**config.mk**
```make
export PLATFORM = sky130hd
export DESIGN_NAME = param_wormhole_router_flat
export DESIGN_NICKNAME = d
export VERILOG_FILES = /design/src/rtl/param_wormhole_router_pkg.sv /design/src/rtl/param_wormhole_router_if.sv /design/src/rtl/param_wormhole_router_input_unit.sv /design/src/rtl/param_wormhole_router.sv /design/src/flat_wrapper.sv
export SDC_FILE = /design/constraint.sdc
export NUM_CORES = 1
export LEC_CHECK = 0
export CAP_MARGIN = 20
export CORE_MARGIN = 5
export CORE_UTILIZATION = 52
export DETAILED_ROUTE_END_ITERATION = 16
export GPL_ROUTABILITY_DRIVEN = 0
export PLACE_DENSITY_LB_ADDON = 0.12
export SLEW_MARGIN = 5
export SYNTH_ARGS = -nofsm -noshare
export SYNTH_HDL_FRONTEND = slang
export SYNTH_SLANG_ARGS = --single-unit
```
**constraint.sdc**
```tcl
create_clock -name clk -period 7.1 [get_ports clk]
set_input_delay 1.065 -clock clk [delete_from_list [all_inputs] [get_ports clk]]
set_output_delay 1.065 -clock clk [all_outputs]
set_load 0.01 [all_outputs]
```
**src/rtl/param_wormhole_router_pkg.sv**
```systemverilog
// Shared definitions for the parametrised wormhole router: port indices,
// input-unit state encoding, XY route decode and round-robin pick helper.
package param_wormhole_router_pkg;

  localparam int unsigned NumPorts  = 5;
  localparam int unsigned PortLocal = 0;
  localparam int unsigned PortNorth = 1;
  localparam int unsigned PortSouth = 2;
  localparam int unsigned PortEast  = 3;
  localparam int unsigned PortWest  = 4;

  typedef enum logic [1:0] {StIdle, StReq, StXfer} in_state_e;

  // One-hot output request for a head flit; X is resolved before Y.
  function automatic logic [NumPorts-1:0] xy_route(input int unsigned dest_x,
                                                   input int unsigned dest_y,
                                                   input int unsigned node_x,
                                                   input int unsigned node_y);
    logic [NumPorts-1:0] r;
    r = '0;
    if (dest_x > node_x)      r[PortEast]  = 1'b1;
    else if (dest_x < node_x) r[PortWest]  = 1'b1;
    else if (dest_y > node_y) r[PortNorth] = 1'b1;
    else if (dest_y < node_y) r[PortSouth] = 1'b1;
    else                      r[PortLocal] = 1'b1;
    return r;
  endfunction

  // Returns {hit, index} of the first request at or after ptr, wrapping at NumPorts.
  function automatic logic [3:0] rr_pick(input logic [NumPorts-1:0] reqs,
                                         input logic [2:0] ptr);
    logic [3:0] res;
    int i;
    res = '0;
    // Walk from the farthest offset down so the nearest requester wins.
    for (int k = NumPorts - 1; k >= 0; k--) begin
      i = int'(ptr) + k;
      if (i >= int'(NumPorts)) i = i - int'(NumPorts);
      if (reqs[i]) res = {1'b1, 3'(i)};
    end
    return res;
  endfunction

endpackage

```
**src/rtl/param_wormhole_router_if.sv**
```systemverilog
// Router-side bundle: five input channels (flit/valid in, full/drop out) and
// five output channels (flit/valid/busy out, full in). Port p occupies slice
// [p*FLIT_WIDTH +: FLIT_WIDTH]; bit order is local, north, south, east, west.
// slave  : the router.
// master : whatever drives the router (neighbours, neuron core, bench).
interface param_wormhole_router_if #(
  parameter int unsigned FLIT_WIDTH = 8
);
  logic [5*FLIT_WIDTH-1:0] in_flit;
  logic [4:0]              in_valid;
  logic [4:0]              in_full;
  logic [4:0]              in_drop;
  logic [5*FLIT_WIDTH-1:0] out_flit;
  logic [4:0]              out_valid;
  logic [4:0]              out_full;
  logic [4:0]              out_busy;

  modport slave (
    input  in_flit, in_valid, out_full,
    output in_full, in_drop, out_flit, out_valid, out_busy
  );

  modport master (
    output in_flit, in_valid, out_full,
    input  in_full, in_drop, out_flit, out_valid, out_busy
  );
endinterface

```
**src/rtl/param_wormhole_router_input_unit.sv**
```systemverilog
// One router input: synchronous FIFO, packet flit counter, XY route decode of
// the head flit and the IDLE/REQ/XFER state machine.
// Ports: flit_i/valid_i write side, full_o/drop_o status, pop_i from the
// output side, empty_o/head_o FIFO head, req_o one-hot route request (REQ
// only), last_o set while the next pop ends the packet (XFER only).
module param_wormhole_router_input_unit
  import param_wormhole_router_pkg::*;
#(
  parameter int unsigned FLIT_WIDTH       = 8,
  parameter int unsigned COORD_W          = 4,
  parameter int unsigned FLITS_PER_PACKET = 4,
  parameter int unsigned FIFO_DEPTH       = 4,
  parameter int unsigned X_COORDINATE     = 1,
  parameter int unsigned Y_COORDINATE     = 1
) (
  input  logic                  clk,
  input  logic                  reset,
  input  logic [FLIT_WIDTH-1:0] flit_i,
  input  logic                  valid_i,
  output logic                  full_o,
  output logic                  drop_o,
  input  logic                  pop_i,
  output logic                  empty_o,
  output logic [FLIT_WIDTH-1:0] head_o,
  output logic [NumPorts-1:0]   req_o,
  output logic                  last_o
);

  localparam int unsigned PtrW = $clog2(FIFO_DEPTH);
  localparam int unsigned CntW = PtrW + 1;
  localparam int unsigned PktW = $clog2(FLITS_PER_PACKET + 1);

  logic [FLIT_WIDTH-1:0] mem_q [FIFO_DEPTH];
  logic [PtrW-1:0]       wr_ptr_q, rd_ptr_q;
  logic [CntW-1:0]       count_q, count_d;
  logic                  drop_q;
  logic                  push;
  in_state_e             state_q;
  logic [PktW-1:0]       pkt_cnt_q;
  logic [COORD_W-1:0]    dest_x, dest_y;

  assign full_o  = (count_q == CntW'(FIFO_DEPTH));
  assign empty_o = (count_q == '0);
  assign push    = valid_i & ~full_o;
  assign drop_o  = drop_q;
  assign head_o  = mem_q[rd_ptr_q];
  assign count_d = count_q + CntW'(push) - CntW'(pop_i);

  assign dest_x = head_o[2*COORD_W-1:COORD_W];
  assign dest_y = head_o[COORD_W-1:0];
  assign req_o  = (state_q == StReq) ?
                  xy_route(32'(dest_x), 32'(dest_y), X_COORDINATE, Y_COORDINATE) : '0;
  assign last_o = (state_q == StXfer) && (pkt_cnt_q == PktW'(FLITS_PER_PACKET - 1));

  // Storage needs no reset; emptiness is carried by count_q.
  always_ff @(posedge clk) begin
    if (push) mem_q[wr_ptr_q] <= flit_i;
  end

  always_ff @(posedge clk or posedge reset) begin
    if (reset) begin
      wr_ptr_q <= '0;
      rd_ptr_q <= '0;
      count_q  <= '0;
      drop_q   <= 1'b0;
    end else begin
      if (push)  wr_ptr_q <= wr_ptr_q + 1'b1;
      if (pop_i) rd_ptr_q <= rd_ptr_q + 1'b1;
      count_q <= count_d;
      drop_q  <= valid_i & full_o;
    end
  end

  always_ff @(posedge clk or posedge reset) begin
    if (reset) begin
      state_q   <= StIdle;
      pkt_cnt_q <= '0;
    end else begin
      unique case (state_q)
        StIdle: if (!empty_o) state_q <= StReq;
        StReq: begin
          // pop_i in REQ is the grant; the head leaves this cycle.
          if (pop_i) begin
            if (FLITS_PER_PACKET == 1) begin
              state_q <= (count_d != '0) ? StReq : StIdle;
            end else begin
              state_q   <= StXfer;
              pkt_cnt_q <= PktW'(1);
            end
          end
        end
        StXfer: begin
          if (pop_i) begin
            if (last_o) begin
              pkt_cnt_q <= '0;
              state_q   <= (count_d != '0) ? StReq : StIdle;
            end else begin
              pkt_cnt_q <= pkt_cnt_q + 1'b1;
            end
          end
        end
        default: state_q <= StIdle;
      endcase
    end
  end

endmodule

```
**src/rtl/param_wormhole_router.sv**
```systemverilog
// Parametrised 5-port wormhole router with per-input FIFOs, XY routing and
// per-output round-robin arbitration; an output stays locked to one input for
// a whole packet.
// Ports: clk, reset (async, active-high), noc_io (slave side of the router
// interface: per-port input flit/valid/full/drop and output flit/valid/busy/full).
module param_wormhole_router
  import param_wormhole_router_pkg::*;
#(
  parameter int unsigned FLIT_WIDTH       = 8,
  parameter int unsigned COORD_W          = 4,
  parameter int unsigned FLITS_PER_PACKET = 4,
  parameter int unsigned FIFO_DEPTH       = 4,
  parameter int unsigned X_COORDINATE     = 1,
  parameter int unsigned Y_COORDINATE     = 1
) (
  input logic                   clk,
  input logic                   reset,
  param_wormhole_router_if.slave noc_io
);

  logic [NumPorts-1:0]                 empty, last, pop, in_full, in_drop;
  logic [NumPorts-1:0][FLIT_WIDTH-1:0] head_row;
  logic [NumPorts-1:0][NumPorts-1:0]   req_row, req_col;

  logic [NumPorts-1:0]                 lock_q, lock_d, xfer, busy_q, valid_q;
  logic [NumPorts-1:0][2:0]            ptr_q, ptr_d, owner_q, owner_d, src;
  logic [NumPorts-1:0][FLIT_WIDTH-1:0] flit_q;

  for (genvar g = 0; g < NumPorts; g++) begin : g_port
    param_wormhole_router_input_unit #(
      .FLIT_WIDTH      (FLIT_WIDTH),
      .COORD_W         (COORD_W),
      .FLITS_PER_PACKET(FLITS_PER_PACKET),
      .FIFO_DEPTH      (FIFO_DEPTH),
      .X_COORDINATE    (X_COORDINATE),
      .Y_COORDINATE    (Y_COORDINATE)
    ) u_in (
      .clk    (clk),
      .reset  (reset),
      .flit_i (noc_io.in_flit[g*FLIT_WIDTH +: FLIT_WIDTH]),
      .valid_i(noc_io.in_valid[g]),
      .full_o (in_full[g]),
      .drop_o (in_drop[g]),
      .pop_i  (pop[g]),
      .empty_o(empty[g]),
      .head_o (head_row[g]),
      .req_o  (req_row[g]),
      .last_o (last[g])
    );

    assign noc_io.out_flit[g*FLIT_WIDTH +: FLIT_WIDTH] = flit_q[g];
  end

  assign noc_io.in_full   = in_full;
  assign noc_io.in_drop   = in_drop;
  assign noc_io.out_valid = valid_q;
  assign noc_io.out_busy  = busy_q;

  always_comb begin
    for (int o = 0; o < NumPorts; o++) begin
      for (int i = 0; i < NumPorts; i++) req_col[o][i] = req_row[i][o];
    end
  end

  always_comb begin
    logic [3:0] pick;
    pick    = '0;
    pop     = '0;
    xfer    = '0;
    lock_d  = lock_q;
    ptr_d   = ptr_q;
    owner_d = owner_q;
    src     = owner_q;
    for (int o = 0; o < NumPorts; o++) begin
      pick = rr_pick(req_col[o], ptr_q[o]);
      if (!lock_q[o]) begin
        // A full output neither grants nor blocks other outputs.
        if (!noc_io.out_full[o] && pick[3]) begin
          xfer[o]    = 1'b1;
          src[o]     = pick[2:0];
          owner_d[o] = pick[2:0];
          ptr_d[o]   = (pick[2:0] == 3'(NumPorts - 1)) ? 3'd0 : pick[2:0] + 3'd1;
          // A single-flit packet is finished on its grant cycle.
          lock_d[o]  = (FLITS_PER_PACKET > 1);
        end
      end else if (!empty[owner_q[o]] && !noc_io.out_full[o]) begin
        xfer[o] = 1'b1;
        if (last[owner_q[o]]) lock_d[o] = 1'b0;
      end
      if (xfer[o]) pop[src[o]] = 1'b1;
    end
  end

  always_ff @(posedge clk or posedge reset) begin
    if (reset) begin
      lock_q  <= '0;
      ptr_q   <= '0;
      owner_q <= '0;
      valid_q <= '0;
      busy_q  <= '0;
      flit_q  <= '0;
    end else begin
      lock_q  <= lock_d;
      ptr_q   <= ptr_d;
      owner_q <= owner_d;
      valid_q <= xfer;
      // Busy is aligned with the registered flit stream: it covers every
      // cycle from the head's out_valid through the tail's out_valid.
      busy_q  <= lock_d | xfer;
      for (int o = 0; o < NumPorts; o++) begin
        if (xfer[o]) flit_q[o] <= head_row[src[o]];
      end
    end
  end

endmodule

```
**src/flat_wrapper.sv**
```systemverilog
// flat-port wrapper written by rule: the top's interface ports become plain ports
module param_wormhole_router_flat import param_wormhole_router_pkg::*;
#(
  parameter int unsigned FLIT_WIDTH       = 8,
  parameter int unsigned COORD_W          = 4,
  parameter int unsigned FLITS_PER_PACKET = 4,
  parameter int unsigned FIFO_DEPTH       = 4,
  parameter int unsigned X_COORDINATE     = 1,
  parameter int unsigned Y_COORDINATE     = 1
)
  (clk, reset, noc_io_in_flit, noc_io_in_valid, noc_io_out_full, noc_io_in_full, noc_io_in_drop, noc_io_out_flit, noc_io_out_valid, noc_io_out_busy);
  param_wormhole_router_if #(.FLIT_WIDTH(FLIT_WIDTH)) noc_io_i ();
  input logic clk;
  input logic reset;
  input wire logic [$bits(noc_io_i.in_flit)-1:0] noc_io_in_flit;
  input wire logic [$bits(noc_io_i.in_valid)-1:0] noc_io_in_valid;
  input wire logic [$bits(noc_io_i.out_full)-1:0] noc_io_out_full;
  output wire logic [$bits(noc_io_i.in_full)-1:0] noc_io_in_full;
  output wire logic [$bits(noc_io_i.in_drop)-1:0] noc_io_in_drop;
  output wire logic [$bits(noc_io_i.out_flit)-1:0] noc_io_out_flit;
  output wire logic [$bits(noc_io_i.out_valid)-1:0] noc_io_out_valid;
  output wire logic [$bits(noc_io_i.out_busy)-1:0] noc_io_out_busy;
  assign noc_io_i.in_flit = noc_io_in_flit;
  assign noc_io_i.in_valid = noc_io_in_valid;
  assign noc_io_i.out_full = noc_io_out_full;
  assign noc_io_in_full = noc_io_i.in_full;
  assign noc_io_in_drop = noc_io_i.in_drop;
  assign noc_io_out_flit = noc_io_i.out_flit;
  assign noc_io_out_valid = noc_io_i.out_valid;
  assign noc_io_out_busy = noc_io_i.out_busy;
  param_wormhole_router #(.FLIT_WIDTH(FLIT_WIDTH), .COORD_W(COORD_W), .FLITS_PER_PACKET(FLITS_PER_PACKET), .FIFO_DEPTH(FIFO_DEPTH), .X_COORDINATE(X_COORDINATE), .Y_COORDINATE(Y_COORDINATE)) u_core (.clk(clk), .reset(reset), .noc_io(noc_io_i));
endmodule
```
==> run_results.csv, run 1 <==
group,metric,value,unit
die,die_w,212.4,um
grt,grt_overflow_total,0,
worst_setup_path,path_cells,"mux4_1, o31ai_4, nor3_1, or3_1, or4b_4, o41ai_4, buf_4, o31a_2, inv_2, and3_1, a32o_1, nor4_2, inv_1, ha_1, inv_1, ha_1, fa_1, xnor2_1, xnor2_1, nor4_1, nor2_1, mux2i_1, nand2_1",
die,start_util,52.41,%
die,die-area,45120,um2
detailed_routing,dr_total_vias,18400,
timing,max_slew_margin,39.29,%
worst_setup_path,cp.arrival,7120,ps
detailed_routing,first_iter_violations,2114,
finish,syn2layout_area_growth,13.75,%
timing,rsz0062_at_grt,"no",
synth,synth_cells,2151,
die,num_io_pins,112,
worst_setup_path,critPathTopFamily,"simple AND/OR/NAND/NOR gates",
synth,synth.most_common_cell,"edfxtp_1",
timing,hold_ws,487.1,ps
worst_setup_path,cp_slowest_cell,"mux4_1",
clock_network,cts_tree,"built",
timing,finalCritPeriodShare,93.86,%
clock_network,h-tree-depth,1,
timing,drv_slew,0,
worst_setup_path,cp.buffers_inverters,4,
timing,tns,0,ps
finish,stdcell_count,2826,
power_and_ir_drop,power.density,528.9,nW/um2
place,io_buffer_count,111,
detailed_routing,first_pass_iters,6,
synth,synth_commonest_cells,"160 x edfxtp_1, 158 x nor2_1, 152 x nand2_1",
min_path,worstHoldPathType,"flip-flop to flip-flop",
synth,ys_types,101,
synth,synth-seq-cells,310,
timing,finalClockSkew,9.423,ps
place,dp_hpwl,49070,um
status,status,"complete, no violations",
worst_setup_path,crit_required,7550,ps
worst_setup_path,critPathCaptureType,"flip-flop",
clock_network,cts_buffers,31,
synth,yosysTopAreaCell,"edfxtp_1",
synth,netlist.area_leader.share,22.55,%
synth,synth-edff-count,160,
place,placed_cells_incl_taps,2769,
flow_run,drv_cap,0,
die,coreArea,40650,um2
synth,async_flop_share,48.39,%
worst_setup_path,startpoint_type,"flip-flop",
finish,diodes,0,
grt,grt_pass1_vias,17500,
clock_network,clkLatencyLatePin,570,ps
timing,fin_crit,6664,ps
finish,fin_nets,2422,
worst_setup_path,cp_slowest_stage_delay,820,ps
worst_setup_path,crit_fanout,14,
detailed_routing,wl,65020,um
finish,drive_above_1_share,11.07,%
power_and_ir_drop,p_leak,0.009625,uW
detailed_routing,wl_per_cell,23.01,um
timing,setup_violations,0,
synth,synth.avg_cell_area,9.904,um2
detailed_routing,ant_nets,0,
grt,grtUsageTotal,28.10,%
synth,netlist_area,21300,um2
power_and_ir_drop,irDropWorstVdd,0.0002624,V
timing,worst_pin_slew,908.9,ps
synth,synth_area_leaders,"edfxtp_1 23%, dfrtp_1 18%, ha_1 5.3%",
synth,yosysWarnings,0,
die,rows,74,
clock_network,cts_root_buffer,"clkbuf_16",
grt,antenna_found_initial,0,
grt,grt_pass1_wl,100500,um
synth,synth_flop_cell,"edfxtp_1",
timing,hold_viol,0,
synth,ys_seq_area_share,40.17,%
die,die_h,212.4,um
clock_network,cts.path.max_buffers,3,
detailed_routing,drcViolationCount,0,
timing,max_freq,0.1501,GHz
clock_network,cts.sink_count,310,
synth,synth_nets,2303,
worst_setup_path,critPathKind,"flip-flop to flip-flop",
grt,grt_max_degree,91,
clock_network,clk_pin_slew,60,ps
detailed_routing,viasPerCell,6.512,
worst paths after layout:
path / from / end / slack, ps / cells after the start
setup reg to reg: u_core.g_port[1].u_in.rd_ptr_q[0]$_DFFE_PP0P_ / u_core.g_port[1].u_in.state_q[0]$_DFFE_PP0P_ / 440 / 23
min in group asynchronous: reset / u_core.g_port[0].u_in.drop_o$_DFF_PP0_ / 1050 / 2
hold reg to reg: u_core.g_port[2].u_in.pkt_cnt_q[2]$_DFFE_PP0P_ / u_core.g_port[2].u_in.pkt_cnt_q[2]$_DFFE_PP0P_ / 490 / 1
setup / recovery: u_core.g_port[1].u_in.rd_ptr_q[0]$_DFFE_PP0P_ / u_core.g_port[1].u_in.state_q[0]$_DFFE_PP0P_ / 440 / 23
max in group asynchronous: reset / u_core.owner_q[9]$_DFF_PP0_ / 4650 / 3
hold / removal: u_core.g_port[2].u_in.pkt_cnt_q[2]$_DFFE_PP0P_ / u_core.g_port[2].u_in.pkt_cnt_q[2]$_DFFE_PP0P_ / 490 / 1
layout make-up:
class / instances / area (um2)
fill: 3389 / 16410
multi-input combinational: 1612 / 11850
sequential: 310 / 8559
timing repair buffer: 180 / 1629
clock buffer: 39 / 815.8
tap: 532 / 665.6
inverter: 135 / 511.7
clock inverter: 18 / 207.7
kinds of logic (layout without fill, tap and decap cells):
kind of cell | count (synthesis) | after routing | share of synthesized area [%]
adder cells (fa/ha/maj) | 100 | 100 | 6.225
multiplexers | 174 | 174 | 11.19
AO/OA/AOI/OAI | 546 | 546 | 17.71
buffers and inverters | 229 | 372 | 4.463
AND/OR/NAND/NOR | 739 | 739 | 18.07
XOR/XNOR | 53 | 53 | 2.179
flip-flops | 310 | 310 | 40.17
metrics by stage:
step                power (uW)  utilization, %  instance area [um2]  worst slack [ps]
floorplan                 8409               -                21300             700.0
global placement         10780           56.99                23160             527.5
detailed placement       10940           56.99                23160             363.4
CTS                      12640           59.51                24190             337.9
global route             13610           59.62                24230             11.01
finish                   12820           59.62                24230             435.8
placed cells by master, fill, tap and decap left out, types with 12 or more instances in the layout:
cell type        count
edfxtp_1           160
nor2_1             158
nand2_1            152
dfrtp_1            149
inv_1              126
a21oi_1            116
clkdlybuf4s50_1    111
o21ai_0            106
mux2i_1             98
ha_1                90
buf_4               69
nor3_1              67
nand3_1             54
xnor2_1             48
mux4_2              47
o22ai_1             45
nand2b_1            38
and3_1              38
nor2b_1             35
nor4_1              35
or3_1               34
clkbuf_16           31
a22oi_1             29
mux2_2              27
o21a_1              21
nand4_1             21
and2_1              20
a31oi_1             18
or2_2               16
a211oi_1            16
nand3b_1            15
o211ai_1            14
o221ai_1            13
nor3b_1             12
a21o_1              12
flip-flops by register name, indices dropped and copies added, names as in the netlist, 15 cells and up:
register	cells
u_core.g_port.u_in.pkt_cnt_q	15
u_core.g_port.u_in.count_q	15
u_core.g_port.u_in.mem_q	160
u_core.ptr_q	15
u_core.owner_q	15
u_core.noc_io.out_flit	40
per-layer routing:
metal | vias to the layer above | share of wire, % | track usage (%)
met5 | - | 0 | 0
met4 | 0 | 4.3 | 10.70
met3 | 198 | 8.2 | 4.176
met2 | 963 | 45 | 43.62
met1 | 8875 | 43 | 40.26
li1 | 8367 | - | -
repair_timing:
item,CTS,global route
setup buffers,0,0
resized for setup,0,7
setup endpoints to repair,0,5
hold buffers,0,0
power by group:
part	switching (uW)	internal, uW
clock	696	961
combinational	5030	3160
sequential	481	2490
Note: power is estimated with default switching activity, not from simulation.
==> run 2: changes to the inputs <==
Settings changed: TNS_END_PERCENT from default to 100.
==> results of run 2 <==
No change in the layout: final DEF, timing and power equal those of run 1.
